### src/rtl/wb_stage.sv
// ---------------------------------------------------------------------------
// wb_stage
//   Writeback stage sitting directly after the execute stage. Each handshake
//   accepts one EX result:
//     kind 00 : scalar ALU result, written to the scalar RF on the next cycle
//     kind 01 : vector ALU result, buffered then written one lane per grant
//     kind 10 : vector-vector sum, buffered then written one lane per grant
//     kind 11 : dropped (consumed without any write)
//   While a vector burst is running the stage drops ex_ready to stall EX.
//
// Ports
//   clk, rst_n             clock (rising edge), async active-low reset
//   ex_valid / ex_ready    EX handshake; ex_ready = IDLE and out of reset
//   ex_kind, ex_rd         result kind and destination register
//   ex_res_e               scalar result
//   ex_res_ve, ex_res_sum  vector ALU / vector sum results (LANES*LANE_W)
//   sreg_we/waddr/wdata    scalar RF write port (single-cycle pulse)
//   vreg_we/waddr/lane/wdata, vreg_gnt
//                          lane-wide vector RF write port with grant
//   busy                   burst in progress
//   wb_done                one-cycle pulse after the last lane is granted
// ---------------------------------------------------------------------------
module wb_stage #(
    parameter int SCALAR_W = 21,
    parameter int LANE_W   = 24,
    parameter int LANES    = 8,
    parameter int REG_AW   = 5,
    localparam int LIDX_W  = $clog2(LANES)
) (
    input  logic                    clk,
    input  logic                    rst_n,
    input  logic                    ex_valid,
    output logic                    ex_ready,
    input  logic [1:0]              ex_kind,
    input  logic [REG_AW-1:0]       ex_rd,
    input  logic [SCALAR_W-1:0]     ex_res_e,
    input  logic [LANES*LANE_W-1:0] ex_res_ve,
    input  logic [LANES*LANE_W-1:0] ex_res_sum,
    output logic                    sreg_we,
    output logic [REG_AW-1:0]       sreg_waddr,
    output logic [SCALAR_W-1:0]     sreg_wdata,
    output logic                    vreg_we,
    input  logic                    vreg_gnt,
    output logic [REG_AW-1:0]       vreg_waddr,
    output logic [LIDX_W-1:0]       vreg_lane,
    output logic [LANE_W-1:0]       vreg_wdata,
    output logic                    busy,
    output logic                    wb_done
);

    localparam int VEC_W = LANES * LANE_W;

    typedef enum logic {
        IDLE,
        BURST
    } state_t;

    state_t              state;
    logic [LIDX_W-1:0]   cnt;
    logic [VEC_W-1:0]    vbuf;
    logic [REG_AW-1:0]   rd;

    // ex_ready is gated by rst_n so it is low throughout reset and rises on
    // the first cycle after release without waiting for a clock edge.
    assign ex_ready   = (state == IDLE) & rst_n;
    assign busy       = (state != IDLE);
    assign vreg_we    = (state == BURST);
    assign vreg_waddr = rd;
    assign vreg_lane  = cnt;
    assign vreg_wdata = vbuf[int'(cnt)*LANE_W +: LANE_W];

    always_ff @(posedge clk or negedge rst_n) begin
        if (!rst_n) begin
            state      <= IDLE;
            cnt        <= '0;
            vbuf       <= '0;
            rd         <= '0;
            sreg_we    <= 1'b0;
            sreg_waddr <= '0;
            sreg_wdata <= '0;
            wb_done    <= 1'b0;
        end else begin
            sreg_we <= 1'b0;
            wb_done <= 1'b0;
            case (state)
                IDLE: begin
                    if (ex_valid) begin
                        case (ex_kind)
                            2'b00: begin
                                sreg_we    <= 1'b1;
                                sreg_waddr <= ex_rd;
                                sreg_wdata <= ex_res_e;
                            end
                            2'b01: begin
                                vbuf  <= ex_res_ve;
                                rd    <= ex_rd;
                                cnt   <= '0;
                                state <= BURST;
                            end
                            2'b10: begin
                                vbuf  <= ex_res_sum;
                                rd    <= ex_rd;
                                cnt   <= '0;
                                state <= BURST;
                            end
                            default: ;
                        endcase
                    end
                end
                BURST: begin
                    // Without a grant nothing moves, so every vreg_* output holds.
                    if (vreg_gnt) begin
                        if (cnt == LIDX_W'(LANES - 1)) begin
                            state   <= IDLE;
                            cnt     <= '0;
                            wb_done <= 1'b1;
                        end else begin
                            cnt <= cnt + 1'b1;
                        end
                    end
                end
                default: state <= IDLE;
            endcase
        end
    end

endmodule
### config.mk
export PLATFORM = sky130hd
export DESIGN_NAME = wb_stage
export DESIGN_NICKNAME = d
export VERILOG_FILES = /design/src/rtl/wb_stage.sv
export SDC_FILE = /design/constraint.sdc
export NUM_CORES = 1
export LEC_CHECK = 0
export ABC_AREA = 1
export CORE_AREA = 2 2 185 187
export CTS_BUF_LIST = sky130_fd_sc_hd__clkbuf_2 sky130_fd_sc_hd__clkbuf_4 sky130_fd_sc_hd__clkbuf_8
export CTS_CLUSTER_DIAMETER = 120
export DETAILED_ROUTE_END_ITERATION = 7
export DIE_AREA = 0 0 187 189
export GPL_TIMING_DRIVEN = 0
export HOLD_SLACK_MARGIN = 0.05
export PLACE_DENSITY_LB_ADDON = 0.05
export SKIP_LAST_GASP = 1
export SLEW_MARGIN = 20
export SYNTH_ARGS = -nofsm -noshare
export SYNTH_HDL_FRONTEND = slang
export SYNTH_SLANG_ARGS = --single-unit
### constraint.sdc
create_clock -name clk -period 1.36 [get_ports clk]
set_clock_uncertainty 0.1 [all_clocks]
set_input_delay 0.204 -clock clk [delete_from_list [all_inputs] [get_ports clk]]
set_output_delay 0.204 -clock clk [all_outputs]
set_load 0.01 [all_outputs]
# Word-level counts from Yosys, hierarchy flattened
# Cells that the tools add are included.
# totals
out_inout_bits,63
register_bits,229
wordCells,43
in_bits,416
# classes
eq_ne,6
n_reduce_logical,7
add_sub_neg,1
n_shift,1
bitwise,2
muxes,17
multipliers,1
# op_table
operator,count
case mux 192 bit (2 select lines),1
variable part select 192 x 9 -> 24 bit,1
2-to-1 mux 3 bit,4
AND reduction 3 bit,4
2-to-1 mux 1 bit,10
inequality test 2 bit (second input constant),3
case mux 3 bit (2 select lines),1
multiplier 3 x 2 -> 5 bit (second input constant),1
adder 3 x 1 -> 3 bit (second input constant),1
equality test 3 bit (second input constant),1
equality test 2 x 1 -> 1 bit (second input constant),1
equality test 2 bit (second input constant),1
zero test 2 bit,1
case mux 1 bit (2 select lines),1
nonzero test 2 bit,1
OR reduction 2 bit,1
AND 1 bit,1
NOT 1 bit,1

# Longest topological paths before layout
# Gate-level depths: netlist of run 1.
# depth
word_depth,5
ltp_mapped,9
depth_no_buf,6

# Worst setup path after synthesis of run 1
# Ideal clock, no wire load.
# synth_timing
path_type,register -> output
start,"register cnt[0], in the netlist vreg_lane[0]"
end,output port vreg_wdata[18]
path_slack_ns,-0.250
path_stages_with_launch,10
n_path_buf,3
required_time_ns,1.056
arrival_ns,1.306
cell_sequence,dfrtp_1 buf_2 inv_2 buf_2 buf_2 nand2_1 nand3_1 nand2_1 nand2_1 nand2_1
# synth_via
elab_chain_len,2
# synth_rtl
item,line_no,source
"start, declared",59,logic [LIDX_W-1:0] cnt;
"start signal, assigned",118,cnt <= cnt + 1'b1;
multiplier 3 x 2 -> 5 bit,70,assign vreg_wdata = vbuf[int'(cnt)*LANE_W +: LANE_W];
variable part select 192 x 9 -> 24 bit,70,
"end, declared",46,"output logic [LANE_W-1:0] vreg_wdata,"
# Every way passes these cells.

# Worst setup path in the final report of run 1
# layout_timing
start,"register cnt[0], in the netlist vreg_lane[0]"
end,output port vreg_wdata[15]
# Same word-level chain as after synthesis.

==> impl_metrics.env, run 1 <==
export IMPL_synthesis_area_um2=13100
export IMPL_crit_type="reg -> out"
export IMPL_setup_viol=284
export IMPL_grt_pass1_wl_mm=86.8
export IMPL_die_y_um=189
export IMPL_place_hpwl_mm=41.3
export IMPL_ys_ff_latch=229
export IMPL_port_buffers=478
export IMPL_synth_seq_area_share=0.439
export IMPL_clock_sinks=229
export IMPL_nets=2899
export IMPL_violations="negative hold slack, negative setup slack"
export IMPL_grt_total_usage=0.320
export IMPL_antenna_found_initial=0
export IMPL_route_detailed_drc=0
export IMPL_slew_viol_final=0
export IMPL_drt_pass1_iter_count=5
export IMPL_clock_path_buffers=3
export IMPL_vdd_drop_max_mv=0.987
export IMPL_final_area_um2=23000
export IMPL_slew_headroom=0.694
export IMPL_netlist_instances=1844
export IMPL_syn_nets=2264
export IMPL_die_area_um2=35300
export IMPL_insertion_delay_ns=0.56
export IMPL_gp_congestion=0.925
export IMPL_synth_area_leaders="dfrtp_1, nand2_1, inv_1, o211ai_1, o21ai_0"
export IMPL_layout_setup_ws_ns=-0.941
export IMPL_place_area_um2=18700
export IMPL_final_min_clock_period_ns=2.30
export IMPL_min_path_type="in -> async"
export IMPL_whs_ns=-0.560
export IMPL_synth_top_area_share=0.439
export IMPL_final_util=0.692
export IMPL_period_share=1.69
export IMPL_area_growth_pct=76.4
export IMPL_clk_pin_slew_ns=0.06
export IMPL_worst_r2r_cell_count=8
export IMPL_cts_tree="done"
export IMPL_synthDistinctLibCells=16
export IMPL_grt_max_degree=83
export IMPL_critPathArrivalTime_ns=2.00
export IMPL_num_vias=14865
export IMPL_vias_per_cell=5.02
export IMPL_end_kind="output port"
export IMPL_syn_area_per_cell_um2=7.08
export IMPL_required_ns=1.06
export IMPL_n_antenna_cell=0
export IMPL_cp_start_kind="flip-flop"
export IMPL_wl_per_cell_um=19.6
export IMPL_status="complete, but fails checks"
export IMPL_ys_warnings_count=0
export IMPL_drive_gt1_frac=0.265
export IMPL_core_um2=33300
export IMPL_fp_dieW_um=187
export IMPL_clock_root_buffer="clkbuf_8"
export IMPL_p_leak_nw=11.2
export IMPL_grt_overflow=0
export IMPL_cp_max_fo=8
export IMPL_fmax_mhz=435
export IMPL_powerDensity_nw_per_um2=1820
export IMPL_ant_nets=0
export IMPL_numCtsBuffers=43
export IMPL_htreeDepth=2
export IMPL_worst_pin_slew_ns=0.459
export IMPL_hold_violations=217
export IMPL_synth_largest_area_cell="dfrtp_1"
export IMPL_initialDrtViolationCount=909
export IMPL_io_pins=479
export IMPL_drt_total_wl_mm=58.1
export IMPL_grt_pass1_vias=15089
export IMPL_initial_core_util=0.392
export IMPL_drv_cap=0
export IMPL_rsz0062_at_grt="true"
export IMPL_rows=67
==> stage by stage <==
stage | worst slack (ns) | hold WS (ns) | cells | power, mW | TNS, ns
2_1_floorplan | -0.0913 | -0.192 | 1844 | 20.3 | -2.13
3_3_place_gp | -10.01 | 0.360 | 2770 | 27.9 | -2520.74
3_5_place_dp | -1.19 | 0.0772 | 2772 | 28.2 | -228.67
4_1_cts | -1.03 | -0.504 | 2959 | 38.5 | -105.02
5_1_grt | -1.01 | -0.545 | 2962 | 44.2 | -93.07
6_report | -0.941 | -0.560 | 2962 | 41.8 | -81.05
==> cell usage after synthesis <==
| master | n |
|---|---|
| nor3_1 | 1 |
| buf_1 | 9 |
| buf_2 | 66 |
| clkbuf_1 | 46 |
| nand2_1 | 584 |
| o211ai_1 | 192 |
| buf_4 | 8 |
| nand3_1 | 100 |
| inv_1 | 396 |
| nor2_4 | 1 |
| o21ai_1 | 74 |
| inv_2 | 1 |
| nor2_1 | 2 |
| dfrtp_1 | 229 |
| o21ai_0 | 131 |
| ha_1 | 4 |
==> kinds of logic after synthesis <==
kind of cell	after synthesis	share of synthesized area
and+or+nand+nor	688	0.208
DFF	229	0.439
adders and majority gates	4	0.00383
AOI/OAI and AO/OA	397	0.189
buffers and inverters	526	0.160
==> worst paths after layout <==
kind,start,slack (ns),endpoint
max,vreg_lane[0],-0.94,vreg_wdata[15]
min,rst_n,-0.56,vbuf[5]
max reg2reg,busy,-0.42,vbuf[143]
min reg2reg,sreg_wdata[8],0.37,sreg_wdata[8]
max in group asynchronous,rst_n,0.25,vbuf[94]
min in group clk,ex_res_e[3],0.08,sreg_wdata[3]
==> layer usage <==
layer / share of wire / up-vias / GRT usage
li1: - / 7069 / -
met2: 0.48 / 577 / 0.551
met1: 0.41 / 7105 / 0.408
met3: 0.069 / 114 / 0.0543
met5: 0 / - / 0
met4: 0.038 / 0 / 0.110
==> worst max-delay path: stages, from the launching register on <==
cell	delay, ns
dfrtp_1	0.41
buf_12	0.17
inv_16	0.09
buf_12	0.16
buf_12	0.14
nand2_4	0.06
nand3_4	0.09
nand2_2	0.07
nand2_2	0.07
nand2_2	0.06
buf_6	0.12
==> cell type report <==
type	instances	area (µm²)
Fill cell	2755	10300
Timing Repair Buffer	600	6620
Multi-Input combinational cell	1089	6310
Sequential cell	229	5730
Inverter	397	1520
Buffer	119	1310
Clock buffer	69	881
Tap cell	448	561
Clock inverter	11	87.6
==> report_power, final <==
part / internal (mW) / switching [mW] / leakage, nW
logic: 10.4 / 12.8 / 7.87
registers: 10.1 / 1.09 / 2.80
clock network: 4.31 / 3.11 / 0.510
total: 24.8 / 17.0 / 11.2
==> state kept, by name (all words and copies together) (netlist names) <==
register / flops
vbuf: 192
sreg_wdata: 21
sreg_waddr: 5
vreg_waddr: 5
vreg_lane: 3
busy: 1
sreg_we: 1
wb_done: 1
==> layout by cell type (no fill, tap or decap), types with 3 or more instances in the layout <==
master / synthesis / final
nand2_1: 584 / 445
clkdlybuf4s50_1: 0 / 413
inv_1: 396 / 390
dfrtp_1: 229 / 228
o211ai_1: 192 / 192
nand2_2: 0 / 123
o21ai_1: 74 / 111
o21ai_2: 0 / 94
buf_6: 0 / 76
clkbuf_8: 0 / 68
nand3_1: 100 / 62
buf_2: 66 / 51
buf_8: 0 / 51
buf_12: 0 / 34
buf_4: 8 / 32
nand3_2: 0 / 30
clkbuf_4: 0 / 18
nand2_4: 0 / 16
clkbuf_2: 0 / 14
clkbuf_16: 0 / 13
buf_16: 0 / 12
nand3_4: 0 / 8
clkinv_2: 0 / 7
inv_2: 1 / 4
ha_4: 0 / 3
clkinvlp_4: 0 / 3
==> timing repair <==
| item | CTS | global route |
|---|---|---|
| setup buffers | 61 | 28 |
| setup endpoints to repair | 291 | 291 |
| hold buffers | 1 | 1 |
| pin swaps | 26 | 47 |
| resized for setup | 734 | 323 |
| gates cloned | 45 | 7 |
| endpoints found under the hold margin | 187 | 191 |
Note: power is estimated with default switching activity, not from simulation.
==> inputs of run 2 (changes only) <==
CORE_AREA = 2 2 184 186   (was 2 2 185 187)
DIE_AREA = 0 0 186 188   (was 0 0 187 189)
DONT_BUFFER_PORTS = 1   (was not set)
==> run 2 against run 1 <==
The flow still finishes with violations (negative hold slack, negative setup slack). Fmax down 0.58%. Clock-buffer cell count rose by 3. Largest cell class unchanged. Cell area fell by 4.7%. Critical path type unchanged. Non-clock buffer count fell by 97. Die area decreased by 1.1%.
==> impl_metrics.env, run 2 (same netlist as run 1, synthesis figures left out) <==
export IMPL_cpMostUsedCell="nand2_2"
export IMPL_initialDrtViolationCount=863
export IMPL_status="complete, but fails checks"
export IMPL_io_pins=479
export IMPL_slew_viol_final=0
export IMPL_slew_headroom=0.602
export IMPL_drv_cap=0
export IMPL_period_share=1.70
export IMPL_top_regs="vbuf: 192 flops, sreg_wdata: 21 flops"
export IMPL_cts_tree="done"
export IMPL_largest_reg_flops=192
export IMPL_route_detailed_drc=0
export IMPL_area_growth_pct=68.2
export IMPL_clock_path_buffers=3
export IMPL_fp_dieW_um=186
export IMPL_required_ns=1.06
export IMPL_grt_pass1_wl_mm=89.1
export IMPL_critPathArrivalTime_ns=2.01
export IMPL_die_area_um2=35000
export IMPL_core_um2=33100
export IMPL_wl_per_cell_um=21.4
export IMPL_final_min_clock_period_ns=2.31
export IMPL_rows=67
export IMPL_place_hpwl_mm=38.3
export IMPL_power_share_sequential=0.299
export IMPL_grt_pass1_vias=15580
export IMPL_layout_setup_ws_ns=-0.954
export IMPL_min_path_type="in -> async"
export IMPL_clock_root_buffer="clkbuf_8"
export IMPL_initial_core_util=0.394
export IMPL_worst_r2r_cell_count=9
export IMPL_insertion_delay_ns=0.55
export IMPL_numCtsBuffers=42
export IMPL_crit_type="reg -> out"
export IMPL_critical_path_buf_inv_count=4
export IMPL_drt_total_wl_mm=61.2
export IMPL_worst_pin_slew_ns=0.597
export IMPL_port_buffers=0
export IMPL_p_int_mw=22.2
export IMPL_crit_cells=9
export IMPL_p_sw_frac=0.422
export IMPL_comb_power_share=0.515
export IMPL_vdd_drop_max_mv=1.09
export IMPL_cp_max_fo=8
export IMPL_hold_buffers=412
export IMPL_cpLargestDelayFamily="buffers and inverters"
export IMPL_critical_path_max_stage_delay_ns=0.47
export IMPL_powerDensity_nw_per_um2=1750
export IMPL_hold_violations=229
export IMPL_drt_pass1_iter_count=5
export IMPL_grt_total_usage=0.340
export IMPL_ant_nets=0
export IMPL_die_y_um=188
export IMPL_gp_congestion=0.851
export IMPL_whs_ns=-0.739
export IMPL_rsz0062_at_grt="true"
export IMPL_grt_overflow=0
export IMPL_p_clk_frac=0.186
export IMPL_power_total_mw=38.4
export IMPL_clk_pin_slew_ns=0.05
export IMPL_violations="negative hold slack, negative setup slack"
export IMPL_fmax_mhz=432
export IMPL_cp_start_kind="flip-flop"
export IMPL_drive_gt1_frac=0.227
export IMPL_end_kind="output port"
export IMPL_antenna_found_initial=0
export IMPL_clock_sinks=229
export IMPL_crit_reg2reg_capture="vbuf[35]"
export IMPL_reg2reg_from="busy"
export IMPL_nets=2801
export IMPL_rrSetupSlack_ns=-0.44
export IMPL_htreeDepth=2
export IMPL_n_antenna_cell=0
export IMPL_crit_slowest_cell="dfrtp_2"
export IMPL_vias_per_cell=5.17
export IMPL_p_sw_mw=16.2
export IMPL_p_leak_nw=10.7
export IMPL_final_common_cell="nand2_1"
export IMPL_layout_common_cells="nand2_1, dlygate4sd3_1, inv_1"
export IMPL_path_cells="buf_12, inv_12, buf_12, clkbuf_16, nand2_2, nand3_2, nand2_2, nand2_2, nand2_4"
export IMPL_largest_register="vbuf"
export IMPL_grt_max_degree=231
export IMPL_num_vias=14796
export IMPL_setup_viol=254
run 2: cell types whose count changed in the layout (fill, tap and decap cells not counted), sizes merged, moves of 2 or more:
cell,previous run,this run
buf,256,159
dlygate4sd3,2,412
clkdlybuf4s50,413,0
clkinv,7,3
clkinvlp,3,1
clkbuf,114,122
run 2: per-layer routing:
metal / vias up / share of wire / GRT usage / routed length (µm)
met1: 7040 / 0.41 / 0.425 / 24900
met5: - / 0 / 0 / 0
met3: 187 / 0.064 / 0.0606 / 3930
li1: 6877 / - / - / -
met4: 0 / 0.042 / 0.138 / 2570
met2: 692 / 0.49 / 0.578 / 29800
run 2: worst max-delay path by stage:
| stage | slack, ns | from | to |
|---|---|---|---|
| after floorplan | -0.09 | vreg_lane[0] | vreg_wdata[14] |
| after global placement | -0.75 | ex_kind[0] | vbuf[121] |
| after detailed placement | -0.77 | ex_kind[0] | vbuf[121] |
| after CTS | -0.95 | vreg_lane[0] | vreg_wdata[2] |
| after global routing | -1.04 | vreg_lane[0] | vreg_wdata[22] |
| final | -0.95 | vreg_lane[0] | vreg_wdata[22] |
run 2: stage by stage:
step,cells,area (µm²),util,setup WS (ns),TNS [ns]
after floorplan,1844,13300,-,-0.0913,-2.13
after global placement,2292,13800,0.417,-0.745,-137.04
after detailed placement,2292,13800,0.417,-0.771,-134.71
after CTS,2861,21300,0.643,-0.951,-100.91
after global routing,2860,22000,0.663,-1.04,-114.42
final,2860,22000,0.663,-0.954,-98.36
run 2: timing repair:
| item | CTS | global route |
|---|---|---|
| buffers inserted | 45 | 12 |
| cloned | 37 | 14 |
| hold endpoints to repair | 458 | 229 |
| gates resized for setup | 400 | 282 |
| pin swaps | 29 | 58 |
| endpoints found under the setup margin | 257 | 256 |
run 2: layout make-up:
class / instances / area (µm²)
Clock buffer: 72 / 897
Clock inverter: 3 / 15.0
Fill cell: 2701 / 11200
Inverter: 397 / 1510
Tap cell: 448 / 561
Sequential cell: 229 / 5740
Timing Repair Buffer: 501 / 5730
Buffer: 121 / 1240
Multi-Input combinational cell: 1089 / 6260
run 2: power by group through the flow:
stage | clock, mW | combinational, mW | sequential (mW)
final | 7.15 | 19.8 | 11.5
after global routing | 7.57 | 21.5 | 11.8
after CTS | 7.20 | 17.2 | 11.4
after detailed placement | 0 | 13.2 | 11.5
after global placement | 0 | 13.1 | 11.5
after floorplan | 0 | 9.16 | 11.2
==> inputs of run 3 (changes only) <==
CTS_CLUSTER_SIZE = 28   (was not set)
==> run 3 against run 2 <==
The run still ends with negative hold slack, negative setup slack left. Global-route usage fell by 0.55 points. Critical path depth fell by 3. Sequential power barely moved. Hold slack got worse by 0.042 ns.
==> impl_metrics.env, run 3 (same netlist as run 1, synthesis figures left out) <==
export IMPL_place_hpwl_mm=38.3
export IMPL_core_um2=33100
export IMPL_drt_pass1_iter_count=5
export IMPL_fmax_mhz=424
export IMPL_port_buffers=0
export IMPL_die_y_um=188
export IMPL_nets=2776
export IMPL_whs_ns=-0.781
export IMPL_grt_pass1_wl_mm=87.6
export IMPL_period_share=1.73
export IMPL_crit_slowest_cell="dfrtp_2"
export IMPL_grt_total_usage=0.334
export IMPL_required_ns=1.06
export IMPL_path_cells="buf_6, buf_4, nand3_1, nand2_1, nand2_1, nand2_2"
export IMPL_violations="negative hold slack, negative setup slack"
export IMPL_top_regs="vbuf: 192 flops, sreg_wdata: 21 flops"
export IMPL_rsz0062_at_grt="true"
export IMPL_insertion_delay_ns=0.54
export IMPL_htreeDepth=1
export IMPL_worst_r2r_cell_count=9
export IMPL_final_util=0.646
export IMPL_io_pins=479
export IMPL_cp_max_fo=10
export IMPL_crit_reg2reg_capture="vbuf[41]"
export IMPL_ant_nets=0
export IMPL_slew_headroom=0.605
export IMPL_p_leak_nw=10.3
export IMPL_clock_sinks=229
export IMPL_die_area_um2=35000
export IMPL_fp_dieW_um=186
export IMPL_num_vias=14680
export IMPL_fin_cells=2804
export IMPL_drv_cap=0
export IMPL_grt_overflow=0
export IMPL_min_path_type="in -> async"
export IMPL_critPathArrivalTime_ns=2.05
export IMPL_clock_path_buffers=3
export IMPL_clk_pin_slew_ns=0.18
export IMPL_numCtsBuffers=12
export IMPL_slew_viol_final=0
export IMPL_powerDensity_nw_per_um2=1610
export IMPL_final_min_clock_period_ns=2.36
export IMPL_worst_pin_slew_ns=0.592
export IMPL_final_common_cell="nand2_1"
export IMPL_drt_total_wl_mm=60.9
export IMPL_grt_max_degree=231
export IMPL_rows=67
export IMPL_largest_reg_flops=192
export IMPL_gp_congestion=0.851
export IMPL_cts_tree="done"
export IMPL_status="complete, but fails checks"
export IMPL_reg2reg_from="busy"
export IMPL_route_detailed_drc=0
export IMPL_hold_buffers=412
export IMPL_grt_pass1_vias=15281
export IMPL_vdd_drop_max_mv=0.960
export IMPL_antenna_found_initial=0
export IMPL_wl_per_cell_um=21.7
export IMPL_layout_setup_ws_ns=-0.998
export IMPL_initialDrtViolationCount=1116
export IMPL_cp_start_kind="flip-flop"
export IMPL_critical_path_max_stage_delay_ns=0.54
export IMPL_vias_per_cell=5.24
export IMPL_clock_root_buffer="clkbuf_8"
export IMPL_end_kind="output port"
export IMPL_initial_core_util=0.394
export IMPL_fillers=2742
export IMPL_n_antenna_cell=0
export IMPL_layout_common_cells="nand2_1, dlygate4sd3_1, inv_1"
export IMPL_rrSetupSlack_ns=-0.47
export IMPL_drive_gt1_frac=0.202
export IMPL_dp_cells=2292
export IMPL_hold_violations=229
export IMPL_largest_register="vbuf"
export IMPL_area_growth_pct=63.8
export IMPL_setup_viol=257
export IMPL_cpMostUsedCell="nand2_1"
export IMPL_crit_type="reg -> out"
[run 3: changes by cell type in the layout (fill, tap and decap cells not counted), sizes merged]
| cell | previous run | this run |
|---|---|---|
| clkbuf | 122 | 72 |
| clkinv | 3 | 1 |
| buf | 159 | 155 |
[run 3: worst max-delay path by stage]
stage	startpoint	to	slack, ns
after floorplan	vreg_lane[0]	vreg_wdata[14]	-0.09
after global placement	ex_kind[0]	vbuf[121]	-0.75
after detailed placement	ex_kind[0]	vbuf[121]	-0.77
after CTS	vreg_lane[0]	vreg_wdata[12]	-0.99
after global routing	vreg_lane[0]	vreg_wdata[22]	-1.06
final	vreg_lane[1]	vreg_wdata[7]	-1.0
[run 3: layout make-up]
class,instances,area [µm²],area share
sequential,229,5740,0.268
clock buffer,13,179,0.00837
multi-input combinational,1089,6200,0.290
tap,448,561,0.0262
buffer,122,1350,0.0633
clock inverter,1,30.0,0.00140
inverter,397,1520,0.0709
timing repair buffer,505,5800,0.271
[run 3: power breakdown]
part           internal [mW]  leakage [nW]  switching, mW
combinational           8.03          7.45           11.7
clock                  0.919         0.105           2.34
sequential              10.0          2.79           1.38
[run 3: routing by layer]
| metal | vias to the layer above | track usage | wire [µm] |
|---|---|---|---|
| met1 | 7017 | 0.428 | 24800 |
| li1 | 6778 | - | - |
| met3 | 150 | 0.0534 | 4270 |
| met2 | 735 | 0.565 | 29400 |
| met5 | - | 0 | 0 |
| met4 | 0 | 0.129 | 2440 |
[run 3: critical path: cells and delay by family, from the launching register on]
family        cells  cell delay, ns
flops             1            0.54
buf+inv           2            0.43
simple gates      4            0.52
[run 3: timing repair]
| item | 4_1_cts | 5_1_grt |
|---|---|---|
| cloned | 40 | 18 |
| setup endpoints to repair | 258 | 266 |
| endpoints found under the hold margin | 458 | 229 |
| pin swaps | 29 | 54 |
| resized for setup | 413 | 272 |
| setup buffers | 42 | 20 |
[run 3: stage by stage]
| step | cell area, µm² | power [mW] | hold WS, ns | setup slack [ns] | setup TNS (ns) |
|---|---|---|---|---|---|
| 3_3_place_gp | 13800 | 24.5 | -0.181 | -0.745 | -137.04 |
| 6_report | 21400 | 34.4 | -0.781 | -0.998 | -95.52 |
| 2_1_floorplan | 13300 | 20.3 | -0.192 | -0.0913 | -2.13 |
| 3_5_place_dp | 13800 | 24.7 | -0.182 | -0.771 | -134.71 |
| 4_1_cts | 20600 | 31.9 | -0.793 | -0.995 | -103.27 |
| 5_1_grt | 21400 | 36.7 | -0.822 | -1.06 | -110.52 |
